File: src/rtl/macs_seq_pkg.sv
// Shared types and default latencies for the Macs row sequencer.
package macs_seq_pkg;

  typedef enum logic [2:0] {
    IDLE  = 3'd0,
    ISSUE = 3'd1,
    DRAIN = 3'd2,
    WRITE = 3'd3,
    FIN   = 3'd4
  } seq_state_e;

  localparam int RD_LAT_DEF   = 1;
  localparam int MACS_LAT_DEF = 2;

  // Cycles spent in DRAIN between the last issue cycle and the WRITE cycle.
  function automatic int drain_cycles(input int rd_lat, input int macs_lat);
    return rd_lat + macs_lat - 1;
  endfunction

endpackage

File: src/rtl/macs_seq_delay.sv
// Fixed-depth shift register, cleared by reset. Aligns issue-side strobes
// with RAM read data. DEPTH must be at least 1.
module macs_seq_delay #(
  parameter int DEPTH = 1,
  parameter int WIDTH = 1
) (
  input  logic             clk,
  input  logic             rstn,
  input  logic [WIDTH-1:0] d_i,
  output logic [WIDTH-1:0] q_o
);

  logic [WIDTH-1:0] stage_q [DEPTH];

  // Shift the input through DEPTH register stages.
  always_ff @(posedge clk or negedge rstn) begin
    if (!rstn) begin
      for (int i = 0; i < DEPTH; i++) stage_q[i] <= '0;
    end else begin
      stage_q[0] <= d_i;
      for (int i = 1; i < DEPTH; i++) stage_q[i] <= stage_q[i-1];
    end
  end

  assign q_o = stage_q[DEPTH-1];

endmodule

File: src/rtl/macs_sequencer.sv
// Sequences one matrix-row x vector pass through the Macs datapath: linear
// A/B reads, Macs strobes aligned to RAM latency, one result write per row.
// Build macro MACS_SEQ_PERF_CNT_EN adds the perf_cycles busy-cycle counter.
//
// state | meaning
// IDLE  | waiting for start; config latched when start arrives
// ISSUE | one A read and one B read per cycle for the current row
// DRAIN | waiting for RAM and Macs pipelines to deliver the row result
// WRITE | row result written to mem0 at c_base + row
// FIN   | one-cycle done pulse, then back to IDLE
module macs_sequencer
  import macs_seq_pkg::*;
#(
  parameter int ADDR_WIDTH = 12,
  parameter int CNT_WIDTH  = 12,
  parameter int RD_LAT     = RD_LAT_DEF,
  parameter int MACS_LAT   = MACS_LAT_DEF
) (
  input  logic                  clk,
  input  logic                  rstn,
  input  logic                  start,
  input  logic [ADDR_WIDTH-1:0] cfg_a_base,
  input  logic [ADDR_WIDTH-1:0] cfg_b_base,
  input  logic [ADDR_WIDTH-1:0] cfg_c_base,
  input  logic [CNT_WIDTH-1:0]  cfg_rows,
  input  logic [CNT_WIDTH-1:0]  cfg_cols,
  input  logic                  cfg_mode,
  output logic                  busy,
  output logic                  done,
  output logic                  a_rd_en,
  output logic [ADDR_WIDTH-1:0] a_rd_addr,
  output logic                  b_rd_en,
  output logic [ADDR_WIDTH-1:0] b_rd_addr,
  output logic                  macs_en,
  output logic                  macs_mode,
  output logic                  macs_signal,
  input  logic [63:0]           macs_result,
  output logic                  wr_en,
  output logic [ADDR_WIDTH-1:0] wr_addr,
  output logic [63:0]           wr_data
`ifdef MACS_SEQ_PERF_CNT_EN
  ,
  output logic [31:0]           perf_cycles
`endif
);

  // DRAIN lasts DRAIN_CYC cycles, so the counter is loaded one below that
  // and WRITE follows the cycle in which it reads zero. Assumes the combined
  // latency RD_LAT + MACS_LAT is at least 2.
  localparam int         DRAIN_CYC  = drain_cycles(RD_LAT, MACS_LAT);
  localparam logic [7:0] DRAIN_LOAD = 8'(DRAIN_CYC - 1);

  seq_state_e state_q, state_d;

  logic [CNT_WIDTH-1:0]  row_q, row_d;
  logic [CNT_WIDTH-1:0]  col_q, col_d;
  logic [ADDR_WIDTH-1:0] a_ptr_q, a_ptr_d;
  logic [7:0]            drain_q, drain_d;

  logic [ADDR_WIDTH-1:0] a_base_q, b_base_q, c_base_q;
  logic [CNT_WIDTH-1:0]  rows_q, cols_q;
  logic                  mode_q;

  logic accept;
  logic issue;
  logic writing;
  logic last_col;
  logic last_row;
  logic [1:0] align_in, align_out;

  assign accept   = (state_q == IDLE) && start;
  assign issue    = (state_q == ISSUE);
  assign writing  = (state_q == WRITE);
  assign last_col = (col_q == cols_q - 1'b1);
  assign last_row = (row_q == rows_q - 1'b1);

  // Config is captured only when a job is accepted; start while busy is ignored.
  always_ff @(posedge clk or negedge rstn) begin
    if (!rstn) begin
      a_base_q <= '0;
      b_base_q <= '0;
      c_base_q <= '0;
      rows_q   <= '0;
      cols_q   <= '0;
      mode_q   <= 1'b0;
    end else if (accept) begin
      a_base_q <= cfg_a_base;
      b_base_q <= cfg_b_base;
      c_base_q <= cfg_c_base;
      rows_q   <= cfg_rows;
      cols_q   <= cfg_cols;
      mode_q   <= cfg_mode;
    end
  end

  // State and counter registers.
  always_ff @(posedge clk or negedge rstn) begin
    if (!rstn) begin
      state_q <= IDLE;
      row_q   <= '0;
      col_q   <= '0;
      a_ptr_q <= '0;
      drain_q <= '0;
    end else begin
      state_q <= state_d;
      row_q   <= row_d;
      col_q   <= col_d;
      a_ptr_q <= a_ptr_d;
      drain_q <= drain_d;
    end
  end

  // Next-state and counter update. The A pointer runs continuously across
  // rows, so it equals a_base + row*cols + col without a multiplier.
  always_comb begin
    state_d = state_q;
    row_d   = row_q;
    col_d   = col_q;
    a_ptr_d = a_ptr_q;
    drain_d = drain_q;
    unique case (state_q)
      IDLE: begin
        if (start) begin
          if ((cfg_rows == '0) || (cfg_cols == '0)) begin
            state_d = FIN;
          end else begin
            state_d = ISSUE;
            row_d   = '0;
            col_d   = '0;
            a_ptr_d = cfg_a_base;
          end
        end
      end
      ISSUE: begin
        a_ptr_d = a_ptr_q + 1'b1;
        if (last_col) begin
          col_d   = '0;
          drain_d = DRAIN_LOAD;
          state_d = DRAIN;
        end else begin
          col_d = col_q + 1'b1;
        end
      end
      DRAIN: begin
        if (drain_q == '0) begin
          state_d = WRITE;
        end else begin
          drain_d = drain_q - 1'b1;
        end
      end
      WRITE: begin
        if (last_row) begin
          state_d = FIN;
        end else begin
          row_d   = row_q + 1'b1;
          col_d   = '0;
          state_d = ISSUE;
        end
      end
      FIN: begin
        state_d = IDLE;
      end
      default: begin
        state_d = IDLE;
      end
    endcase
  end

  // macs_en and macs_signal ride the same pipe as the read data.
  assign align_in = {issue, issue && (col_q == '0)};

  macs_seq_delay #(
    .DEPTH (RD_LAT),
    .WIDTH (2)
  ) u_align (
    .clk  (clk),
    .rstn (rstn),
    .d_i  (align_in),
    .q_o  (align_out)
  );

  assign macs_en     = align_out[1];
  assign macs_signal = align_out[0];

  // Port outputs decoded from state; addresses and data are zero when idle.
  always_comb begin
    busy      = (state_q == ISSUE) || (state_q == DRAIN) || (state_q == WRITE);
    done      = (state_q == FIN);
    a_rd_en   = issue;
    b_rd_en   = issue;
    a_rd_addr = '0;
    b_rd_addr = '0;
    wr_en     = writing;
    wr_addr   = '0;
    wr_data   = '0;
    macs_mode = 1'b0;
    if (busy) macs_mode = mode_q;
    if (issue) begin
      a_rd_addr = a_ptr_q;
      b_rd_addr = b_base_q + ADDR_WIDTH'(col_q);
    end
    if (writing) begin
      wr_addr = c_base_q + ADDR_WIDTH'(row_q);
      wr_data = macs_result;
    end
  end

`ifdef MACS_SEQ_PERF_CNT_EN
  logic [31:0] perf_q;

  // Busy-cycle count for the current/last job: cleared on accept, saturating.
  always_ff @(posedge clk or negedge rstn) begin
    if (!rstn) begin
      perf_q <= '0;
    end else if (accept) begin
      perf_q <= '0;
    end else if (busy && (perf_q != 32'hFFFF_FFFF)) begin
      perf_q <= perf_q + 32'd1;
    end
  end

  assign perf_cycles = perf_q;
`endif

endmodule

File: config.mk
export PLATFORM = sky130hd
export DESIGN_NAME = macs_sequencer
export DESIGN_NICKNAME = d
export VERILOG_FILES = /design/src/rtl/macs_seq_pkg.sv /design/src/rtl/macs_seq_delay.sv /design/src/rtl/macs_sequencer.sv
export SDC_FILE = /design/constraint.sdc
export NUM_CORES = 1
export LEC_CHECK = 0
export ABC_AREA = 1
export CAP_MARGIN = 25
export CORE_ASPECT_RATIO = 1.25
export CORE_MARGIN = 2
export CORE_UTILIZATION = 51
export CTS_CLUSTER_SIZE = 20
export DETAILED_ROUTE_END_ITERATION = 8
export PLACE_DENSITY_LB_ADDON = 0.15
export SYNTH_ARGS = -nofsm -noshare
export SYNTH_HDL_FRONTEND = slang
export SYNTH_SLANG_ARGS = --single-unit
File: constraint.sdc
create_clock -name clk -period 4.81 [get_ports clk]
set_clock_uncertainty 0.1 [all_clocks]
set_input_delay 0.962 -clock clk [delete_from_list [all_inputs] [get_ports clk]]
set_output_delay 0.962 -clock clk [all_outputs]
set_load 0.005 [all_outputs]
# Yosys cells after proc, flatten, opt, wreduce, memory -nomap -nowiden
# Index checks and enable logic that the tools add are counted.
dict set report word_totals {
  reg_bits 98
  elab_cells 74
  output_inout_bits 108
  input_bits 128
}
dict set report classes {
  eq_ne 12
  muxes 24
  reduce_logical 19
  addsub 8
}
# operator count
set ops {}
lappend ops {{$mux W12} 10}
lappend ops {{$mux W64} 1}
lappend ops {{$pmux W12 S2} 2}
lappend ops {{$add A12 B1 Y12 const B} 3}
lappend ops {{$logic_not A12 Y1} 3}
lappend ops {{$pmux W12 S3} 1}
lappend ops {{$add A12 B12 Y12} 2}
lappend ops {{$eq A12 B12 Y1} 2}
lappend ops {{$sub A12 B1 Y12 const B} 2}
lappend ops {{$mux W8} 2}
lappend ops {{$pmux W8 S2} 1}
lappend ops {{$mux W3} 5}
lappend ops {{$pmux W3 S4} 1}
lappend ops {{$ne A2 B2 Y1 const B} 5}
lappend ops {{$reduce_and A3 Y1} 3}
lappend ops {{$logic_not A8 Y1} 1}
lappend ops {{$reduce_and A4 Y1} 2}
lappend ops {{$sub A8 B1 Y8 const B} 1}
lappend ops {{$eq A3 B2 Y1 const B} 2}
lappend ops {{$reduce_bool A2 Y1} 3}
lappend ops {{$eq A3 B1 Y1 const B} 1}
lappend ops {{$eq A3 B3 Y1 const B} 1}
lappend ops {{$logic_not A3 Y1} 1}
lappend ops {{$logic_or A1 B1 Y1} 3}
lappend ops {{4 further kinds} 5}

# Depth between registers and ports, before layout
dict set report logic_depth {
  ltp_word 5
  mapped_depth 16
  depth_no_buf 16
}

# Cells and area by module
# A second synthesis with hierarchy kept.
dict set report hier_totals {
  cells_unflattened 1099
  hier_area_um2 7492.2
}
# mod seq_area_each_um2 area_per_inst_um2 instances cells_each
set by_module_without_submodules {}
lappend by_module_without_submodules {macs_sequencer 2402.3 7442.1 1 1097}
lappend by_module_without_submodules {macs_seq_delay 50.0 50.0 1 2}

# Least setup slack after synthesis
# No wires, ideal clock.
dict set report synth_path {
  kind {flip-flop to output port}
  start {register row_q[0]}
  end {output wr_addr[10]}
  arrival_time_ns 1.800
  path_buffers 0
  stages_incl_launch_ff 11
  required_time_ns 3.748
  slack_ns 1.948
  path_cell_list {dfrtp_1 > ha_1 > fa_1 > nand3_1 > nand2_1 > a21oi_1 > nor2_1 > nor2_1 > o21bai_1 > o21ai_0 > a21oi_1}
}
dict set report synth_via {
  elab_chain_cells 2
}
# element line_no
set synth_rtl {}
lappend synth_rtl {{from (decl)} macs_sequencer.sv:55} ;# logic [CNT_WIDTH-1:0] row_q, row_d;
lappend synth_rtl {{from (signal assigned)} macs_sequencer.sv:106} ;# row_q <= row_d;
lappend synth_rtl {{$add A12 B12 Y12} macs_sequencer.sv:203} ;# wr_addr = c_base_q + ADDR_WIDTH'(row_q);
lappend synth_rtl {{$mux W12} macs_sequencer.sv:202} ;# if (writing) begin
lappend synth_rtl {{to (decl)} macs_sequencer.sv:39} ;# output logic [ADDR_WIDTH-1:0] wr_addr,
# Every way passes these cells.

# Final worst setup path
dict set report layout_path {
  start {register col_q[0]}
  end {output b_rd_addr[10]}
}
dict set report layout_via {
  elab_chain_cells 2
}
# element line_no
set layout_rtl {}
lappend layout_rtl {{from (decl)} macs_sequencer.sv:56} ;# logic [CNT_WIDTH-1:0] col_q, col_d;
lappend layout_rtl {{from (signal assigned)} macs_sequencer.sv:107} ;# col_q <= col_d;
lappend layout_rtl {{$add A12 B12 Y12} macs_sequencer.sv:200} ;# b_rd_addr = b_base_q + ADDR_WIDTH'(col_q);
lappend layout_rtl {{$mux W12} macs_sequencer.sv:198} ;# if (issue) begin
lappend layout_rtl {{to (decl)} macs_sequencer.sv:33} ;# output logic [ADDR_WIDTH-1:0] b_rd_addr,
# Every way passes these cells.

==> run_results.csv <==
group,metric,value,unit
run_status,status,"completed",
global_routing,antenna_found_initial,0,
critical_path,crit_family,"adder cells",
sta,slew_headroom,36.1,%
synth,synth-edff-count,0,
synth,syn_area_per_cell,6.96,um^2
routing,drc,0,
routing,wl_per_cell,14.3,um
routing,drtPass1Iterations,6,
critical_path,criticalPathCategory,"flip-flop to output pin",
finish,final_layout_size_suffix_gt1_share,7.02,%
critical_path,cp-end-kind,"output pin",
routing,highest_layer,"met4",
die,die_y,138,um
synth,seq_area_frac_synth,33.3,%
synth,ys.flop_type,"dfrtp_1",
critical_path,crit_buf_inv,1,
finish,area_growth_syn_to_layout,37.5,%
synth,synthAdderAreaFrac,5.65,%
die,dieWidth,111,um
run,maxCapViolCount,0,
cts,post-cts-setup-buffers,0,
synth,synth.area.mux_share,4.90,%
finish,seqCellArea,0.00245,mm^2
cts,clkLatencyLatePin,0.34,ns
synth,synth_area_leaders,"dfrtp_1 33%, nand2_1 10%, nor2_1 9.6%, inv_1 7.9%, ha_1 5.1%",
synth,synthDistinctLibCells,44,
critical_path,path_cells,"ha_1 > fa_1 > nand3_1 > nand2_1 > a21oi_1 > nor2_1 > nor2_1 > o21bai_1 > a21oi_1 > clkdlybuf4s50_1",
critical_path,critical-path-slowest-cell,"clkdlybuf4s50_1",
synth,ys_ff_latch,98,
synth,synth_area_leader_cell,"dfrtp_1",
synth,synth-compound-area-share,10.6,%
sta,fin_crit_sh,79.9,%
synth,async_reset_ff_share,100,%
critical_path,path_max_fanout,6,
synth,synth_top_family_by_area,"simple AND/OR/NAND/NOR gates",
cts,cts_buffers,9,
synth,synthXorXnorAreaFrac,4.17,%
cts,cts.path.max_buffers,2,
critical_path,cp.arrival,2.78,ns
routing,m1WireLength,8200,um
cts,clk_pin_slew_worst_paths,0.06,ns
global_routing,grt_pass1_vias,7291,
critical_path,r2r-start,"state_q[1]$_DFFE_PN0P_",
sta,rsz0062_at_grt,"no",
finish,multi_input_area,0.00415,mm^2
sta,finalSetupTns,0,ns
cts,clockRootBuffer,"clkbuf_16",
global_routing,gr-usage-all-layers,27.1,%
die,ioPinCount,236,
sta,finalHoldViolations,0,
global_routing,grt_pass1_wl,34800,um
routing,ant_nets,0,
die,start_util,51.7,%
routing,vias,7454,
synth,synth-simple-area-share,31.1,%
sta,finalSetupViolCount,0,
sta,fmax,0.260,GHz
cts,cts_tree,"done",
critical_path,r2r_slack,2.22,ns
synth,yosysWarnings,0,
min_path,hold_depth,2,
synth,synthCells,1057,
sta,period_needed,3.84,ns
critical_path,cp.depth,10,
die,core_area,0.0142,mm^2
critical_path,rr_worst_depth,7,
place,port_buffers,235,
place,routabilityCongestion,0.961,
critical_path,critPathRequiredTime,3.75,ns
sta,worstMarginPinSlew,0.956,ns
sta,slew_viol_final,0,
synth,syn_nets,1217,
place,hpwl,16500,um
routing,wl_met3,1060,um
cts,cts_sinks,98,
power_and_ir_drop,finalPower,5.10,mW
synth,synth_top_area_share,33.3,%
routing,met2WireLength,11100,um
power_and_ir_drop,powerDensity,504,mW/mm^2
power_and_ir_drop,vdd_drop_max,0.421,mV
min_path,worstHoldEndpoint,"drain_q[0]$_DFFE_PN0P_",
cts,hold_buffers,0,
global_routing,overflow,0,
min_path,hp-class,"flip-flop to flip-flop",
min_path,hold_start,"drain_q[0]$_DFFE_PN0P_",
routing,first_iter_violations,385,
routing,drt-total-wl,20900,um
die,dieArea,0.0154,mm^2
critical_path,max_stage_delay,0.52,ns
finish,layout.nets,1438,
critical_path,worstSetupStartpointType,"flip-flop",
die,rows,49,
synth,syn-cell-area,0.00736,mm^2
cts,htreeDepth,3,
finish,n_antenna_cell,0,
finish,n_fill_cell,1213,
routing,routed_via_density,5.11,
cts,post_cts_resized,0,
power_and_ir_drop,leakagePower,4.75,nW
global_routing,grt_max_degree,69,
critical_path,timing.rr.end,"row_q[7]$_DFFE_PN0P_",
-- through the flow --
step                      utilization (%)  hold slack (ns)  area, um^2  setup WS [ns]  cells
after floorplan                         -            0.355        7360           1.95   1057
after global placement               69.1            0.365        9820           1.37   1445
after CTS                            71.1            0.387       10100          0.968   1460
after detailed placement             69.1            0.376        9820           1.33   1445
final                                71.1            0.388       10100          0.969   1460
after global routing                 71.1            0.420       10100          0.766   1460
-- cell usage after synthesis (5+ instances only) --
master	instances
a21oi_1	59
a31oi_1	6
buf_2	8
clkbuf_1	14
dfrtp_1	98
ha_1	30
inv_1	154
inv_2	6
mux2_2	32
nand2_1	204
nand3_1	65
nand3b_1	8
nand4_1	8
nor2_1	188
nor2_2	5
nor3_1	14
nor4_1	13
o21ai_0	43
o21ai_1	9
o21bai_1	7
or2_2	6
xnor2_1	9
xor2_1	26
-- flip-flops by register name, indices dropped and copies added, names as in the netlist, 3 cells and up --
| signal | count |
|---|---|
| a_ptr_q | 12 |
| b_base_q | 12 |
| c_base_q | 12 |
| col_q | 12 |
| cols_q | 12 |
| drain_q | 8 |
| row_q | 12 |
| rows_q | 12 |
| state_q | 3 |
-- routing by layer --
layer	global-route usage (%)	vias to the layer above
met2	51.2	257
met5	0	-
li1	-	3810
met4	10.4	0
met1	30.7	3343
met3	3.86	44
-- worst register-to-register path: stages, from the launching register on --
cell,delay (ns)
dfrtp_1,0.42
nor2_1,0.23
inv_1,0.10
nor2_2,0.20
nand2_2,0.58
nand2_1,0.25
nand3_2,0.35
o21ai_0,0.29
-- power by group --
part / switching [mW] / internal, mW / total (mW)
Clock: 0.315 / 0.416 / 0.731
Combinational: 1.57 / 1.34 / 2.91
Sequential: 0.313 / 1.15 / 1.46
-- area by class of cell --
class | count | share of cell area [%]
inverters | 160 | 5.94
repair buffers | 241 | 23.7
clock inverters | 4 | 0.507
clock buffers | 11 | 2.40
multi-input cells | 768 | 41.1
flip-flops and latches | 98 | 24.2
well taps | 178 | 2.20
-- worst max path at each step --
stage / start / endpoint / slack (ns)
after detailed placement: col_q[0]$_DFFE_PN0P_ / b_rd_addr[10] / 1.33
final: col_q[0]$_DFFE_PN0P_ / b_rd_addr[10] / 0.97
after floorplan: row_q[0]$_DFFE_PN0P_ / wr_addr[10] / 1.95
after global routing: row_q[0]$_DFFE_PN0P_ / wr_addr[10] / 0.77
after global placement: row_q[0]$_DFFE_PN0P_ / wr_addr[10] / 1.37
after CTS: col_q[0]$_DFFE_PN0P_ / b_rd_addr[10] / 0.97
-- cell families (layout without fill, tap and decap cells) --
kind of cell               after synthesis  count (layout)
AOI/OAI and AO/OA                      141             141
xor gates and xnor gates                35              35
muxes                                   32              32
adders and majority gates               32              32
DFF                                     98              98
buffers and inverters                  191             416
and+or+nand+nor                        528             528
-- cells in the final DEF (no fill, tap or decap), types with 3 or more instances in the layout --
cell type        instances
mux2_2                  32
nor3_1                  14
nand2_2                  5
o31ai_1                  3
buf_4                    7
nand4_1                  8
o21ai_2                  4
xnor2_1                  9
nor2_2                   5
nor2_4                   3
clkdlybuf4s50_1        234
clkbuf_16                9
o21ai_0                 43
nand2_1                203
dfrtp_1                 98
nand3b_1                 8
a31oi_1                  6
nand3_1                 65
a21oi_1                 59
ha_1                    30
nor4_1                  13
inv_1                  154
xor2_1                  26
o21bai_1                 7
nor2_1                 188
inv_2                    6
nor3_2                   3
o21ai_1                  9
or2_2                    6
No activity file was read; power rests on OpenSTA's default activity.
